--- config.mk ---
export PLATFORM = sky130hd
export DESIGN_NAME = pilot_insert_sched
export DESIGN_NICKNAME = d
export VERILOG_FILES = /design/src/rtl/pilot_insert_sched.sv
export SDC_FILE = /design/constraint.sdc
export NUM_CORES = 1
export LEC_CHECK = 0
export ABC_AREA = 1
export BUFFER_PORTS_ARGS = -buffer_cell sky130_fd_sc_hd__buf_2
export CORE_ASPECT_RATIO = 1.25
export CORE_UTILIZATION = 53
export DETAILED_ROUTE_END_ITERATION = 7
export PLACE_DENSITY_LB_ADDON = 0.12
export SETUP_SLACK_MARGIN = 0.4
export SYNTH_ARGS = -nofsm -noshare
export SYNTH_HDL_FRONTEND = slang
export SYNTH_SLANG_ARGS = --single-unit
--- constraint.sdc ---
create_clock -name ACLK -period 2.05 [get_ports ACLK]
set_input_delay 0.205 -clock ACLK [delete_from_list [all_inputs] [get_ports ACLK]]
set_output_delay 0.205 -clock ACLK [all_outputs]
set_load 0.005 [all_outputs]
--- src/rtl/pilot_insert_sched.sv ---
// Pilot insertion scheduler: emits one OFDM symbol at a time, interleaving
// programmed pilot words with data subcarriers taken from the input stream.
module pilot_insert_sched #(
    parameter int DATA_W = 32,
    parameter int LEN_W  = 8
) (
    input  logic              ACLK,
    input  logic              ARESETN,
    input  logic              cfg_enable,
    input  logic [LEN_W-1:0]  cfg_sym_len,
    input  logic [LEN_W-1:0]  cfg_pilot_offset,
    input  logic [LEN_W-1:0]  cfg_pilot_spacing,
    input  logic [DATA_W-1:0] cfg_pilot_value,
    input  logic [DATA_W-1:0] s_axis_tdata,
    input  logic              s_axis_tvalid,
    output logic              s_axis_tready,
    output logic [DATA_W-1:0] m_axis_tdata,
    output logic              m_axis_tvalid,
    input  logic              m_axis_tready,
    output logic              m_axis_tlast,
    output logic              busy,
    output logic [15:0]       sym_count
);

    typedef enum logic [1:0] {
        IDLE,
        LOAD,
        RUN
    } state_t;

    state_t state, stateNext;

    logic [LEN_W-1:0]  symLen;
    logic [LEN_W-1:0]  spacing;
    logic [DATA_W-1:0] pilotVal;
    logic [LEN_W-1:0]  pc;
    logic [LEN_W-1:0]  k;

    logic adv;
    logic isPilot;
    logic produce;
    logic lastSlot;

    always_comb begin
        // The output register may take a new slot whenever it is empty or being drained.
        adv           = !m_axis_tvalid || m_axis_tready;
        isPilot       = (spacing != '0) && (pc == '0);
        lastSlot      = (k == symLen);
        s_axis_tready = (state == RUN) && !isPilot && adv;
        produce       = (state == RUN) && adv && (isPilot || s_axis_tvalid);
        stateNext     = state;
        case (state)
            IDLE: if (cfg_enable) stateNext = LOAD;
            LOAD: stateNext = RUN;
            RUN: begin
                if (produce && lastSlot) begin
                    stateNext = cfg_enable ? LOAD : IDLE;
                end
            end
            default: stateNext = IDLE;
        endcase
    end

    always_ff @(posedge ACLK or negedge ARESETN) begin
        if (!ARESETN) begin
            state <= IDLE;
        end else begin
            state <= stateNext;
        end
    end

    always_ff @(posedge ACLK or negedge ARESETN) begin
        if (!ARESETN) begin
            symLen   <= '0;
            spacing  <= '0;
            pilotVal <= '0;
        end else if (state == LOAD) begin
            symLen   <= cfg_sym_len;
            spacing  <= cfg_pilot_spacing;
            pilotVal <= cfg_pilot_value;
        end
    end

    always_ff @(posedge ACLK or negedge ARESETN) begin
        if (!ARESETN) begin
            k             <= '0;
            pc            <= '0;
            m_axis_tdata  <= '0;
            m_axis_tvalid <= 1'b0;
            m_axis_tlast  <= 1'b0;
        end else begin
            if (state == LOAD) begin
                k  <= '0;
                pc <= cfg_pilot_offset;
            end
            if (produce) begin
                m_axis_tdata  <= isPilot ? pilotVal : s_axis_tdata;
                m_axis_tvalid <= 1'b1;
                m_axis_tlast  <= lastSlot;
                k             <= k + 1'b1;
                if (isPilot) begin
                    pc <= spacing - 1'b1;
                end else if (pc != '0) begin
                    pc <= pc - 1'b1;
                end
            end else if (adv) begin
                m_axis_tvalid <= 1'b0;
            end
        end
    end

    always_ff @(posedge ACLK or negedge ARESETN) begin
        if (!ARESETN) begin
            sym_count <= '0;
        end else if (m_axis_tvalid && m_axis_tready && m_axis_tlast) begin
            sym_count <= sym_count + 16'd1;
        end
    end

    assign busy = (state != IDLE) || m_axis_tvalid;

endmodule

==> flow_summary.json <==
{
  "outcome": "finished clean",
  "p_switching_mw": 2.85,
  "avgSynthCellArea_um2": 7.37,
  "tritoncts": "built",
  "fp.coreArea_um2": 10600,
  "slowest_delay_ps": 400,
  "hold_viol_final": 0,
  "totalWireLength_um": 16600,
  "cts_sinks": 116,
  "boundaryPins": 145,
  "slew_viol_final": 0,
  "powerDensity_nw_per_um2": 1060,
  "synth_top_area_cell": "dfrtp_1",
  "p_leak_nw": 4.41,
  "yosysSeqAreaShare_pct": 50.5,
  "end_kind": "flip-flop",
  "critPathLaunchType": "flip-flop",
  "vdd_drop_max_mv": 0.684,
  "final_cell_mix": "nand2_1, buf_2, dfrtp_1, inv_1, o21ai_0",
  "hold-path-cell-count": 3,
  "wl_per_cell_um": 14.6,
  "placed_cell_area_um2": 6640,
  "grt_use_total_pct": 30.0,
  "grt_first_pass_wirelength_um": 25800,
  "dp_hpwl_um": 9820,
  "first_pass_iters": 5,
  "grt_pass1_vias": 5694,
  "cts_buffers": 17,
  "vias_per_cell": 5.13,
  "synth_cells": 781,
  "pwr-share-clk_pct": 34.9,
  "path_class": "flip-flop to flip-flop",
  "dp_cells": 1045,
  "initial_core_util_pct": 54.5,
  "r2r_cells": 12,
  "drt-initial-drc-count": 354,
  "synthToLayoutAreaGrowth_pct": 43.0,
  "syn_area_um2": 5750,
  "gr-total-overflow": 0,
  "die_w_um": 95.2,
  "nFillCells": 709,
  "portBuffers": 144,
  "total_power_mw": 8.74,
  "path_max_fanout": 6,
  "regToRegSetupSlack_ps": 170,
  "hold_start": "cfg_sym_len[7]",
  "synth_area_leaders": "dfrtp_1, nand2_1, o21ai_0, inv_1, nand3_1",
  "hold_end": "symLen[7]$_DFFE_PN0N_",
  "vias": 5827,
  "yosys_register_bits": 116,
  "fin_worst_skew_ps": 4.54,
  "clockBufferDepth": 2,
  "combPwrFrac_pct": 31.3,
  "fin_area_um2": 8230,
  "crit_slowest_cell": "dfrtp_1",
  "htree_levels": 4,
  "drive_gt1_share_pct": 27.6,
  "fin_util_pct": 77.9,
  "setup_tns_ps": 0,
  "hp-class": "input pin to flip-flop",
  "switching_share_pct": 32.6,
  "worstMarginPinSlew_ps": 605,
  "ys.warnings.count": 0,
  "crit-reg2reg-launch": "pc[0]$_DFF_PN0_",
  "p_seq_share_pct": 33.8,
  "dieArea_um2": 11300,
  "root_buffer": "clkbuf_16",
  "instances_no_fill": 1135,
  "grt_start_max_net_pins": 117,
  "fmax_mhz": 531,
  "nNetsFinal": 1087,
  "synthesis.nets": 878,
  "drtAntennaViolNets": 0,
  "required_ps": 2390,
  "post-route-min-period_ps": 1880,
  "layout_commonest_cell": "nand2_1",
  "path_common_cell": "buf_6",
  "path_cells": "inv_2 > ha_4 > nand2_4 > nor2_8 > nand2_8 > buf_6 > buf_6 > a21oi_4 > buf_6 > buf_8 > nand3_2 > o21ai_1",
  "rsz0062_at_grt": "yes",
  "place_congestion": 0.891,
  "rr_endpoint": "k[5]$_DFFE_PN0P_",
  "yosysUniqueCellTypes": 29,
  "maxCapViolCount": 0,
  "synth_top_area_share_pct": 50.5,
  "post-route-period-util_pct": 91.9,
  "setup_viol": 0,
  "worstPathArrival_ps": 2230,
  "diodes": 0,
  "p_int_mw": 5.89,
  "rows": 42,
  "drc_errors": 0,
  "max_slew_margin_pct": 59.7,
  "antenna_found_initial": 0,
  "clk_pin_slew_worst_paths_ps": 50,
  "fp.dieH_um": 118,
  "clock_latency_ps": 420
}
## cells in the mapped netlist (all sizes together)
cell,instances
a21oi,5
a31o,1
buf,19
clkbuf,9
dfrtp,116
ha,4
inv,69
nand2,400
nand3,36
nand4,3
nor2,35
nor3,4
o211ai,2
o21a,2
o21ai,61
or2,1
xnor2,6
xor2,8
## per-stage QoR
step	hold slack (ps)	setup WS (ps)
final	3.07	166
after global routing	18.6	98.9
after floorplan	-90.6	416
after global placement	347	188
after detailed placement	346	81.5
after CTS	0.623	143
## state kept, by name, indices dropped and copies added (netlist names)
signal,count
pc,8
m_axis_tvalid,1
m_axis_tlast,1
sym_count,16
k,8
pilotVal,32
state,2
m_axis_tdata,32
spacing,8
symLen,8
## worst max path at each step
stage,to,from,slack (ps),depth (start not counted)
after global placement,m_axis_tdata[3]$_DFFE_PN0P_,pc[0]$_DFF_PN0_,190,11
final,k[5]$_DFFE_PN0P_,pc[0]$_DFF_PN0_,170,12
after global routing,pc[2]$_DFF_PN0_,pc[0]$_DFF_PN0_,100,12
after detailed placement,m_axis_tdata[0]$_DFFE_PN0P_,pc[0]$_DFF_PN0_,80,11
after floorplan,pc[3]$_DFF_PN0_,pc[0]$_DFF_PN0_,420,10
after CTS,s_axis_tready,spacing[1]$_DFFE_PN0N_,140,9
## logic make-up after synthesis
family                     Yosys count  share of synthesized area [%]
DFF                                116                           50.5
xor gates and xnor gates            14                           2.13
adders and majority gates            4                          0.870
AOI/OAI and AO/OA                   71                           6.61
buffers and inverters               97                           7.05
and+or+nand+nor                    479                           32.9
## per-layer routing
metal | GRT usage, % | part of all wire, % | wire length, um | up-vias
met5 | 0 | 0 | 0 | -
met1 | 35.7 | 38 | 6300 | 2702
li1 | - | - | - | 2830
met2 | 49.7 | 51 | 8430 | 241
met4 | 14.7 | 3.9 | 642 | 0
met3 | 7.27 | 7.3 | 1200 | 54
## worst max-delay path, delay by kind of cell (launching register included)
kind	cells	cell delay, ps
fa+ha+maj	1	160
compound gates	2	240
simple gates	4	370
buf+inv	5	630
flops	1	400
## final cells by class
class                      count  area (um^2)  share of cell area, %
inverter                      69          272                   3.30
sequential                   116         2900                   35.3
clock inverter                12          155                   1.89
multi-input combinational    568         2680                   32.6
tap                          132          165                   2.01
timing repair buffer         218         1600                   19.4
clock buffer                  20          457                   5.55
## repair_timing
action,in CTS,in global routing
resized for setup,46,53
setup endpoints to repair,54,103
gates cloned,6,3
hold buffers,28,0
endpoints found under the hold margin,143,0
pin swaps,7,17
setup buffers,12,9
## power by group through the flow
stage                     sequential, mW  clock, mW  combinational [mW]
final                               2.96       3.05                2.74
after global routing                2.99       3.18                3.04
after CTS                           2.94       3.06                2.42
after detailed placement            2.96          0                1.98
after global placement              2.96          0                1.92
after floorplan                     2.94          0                1.26
Power figures use the tool's default switching activity.
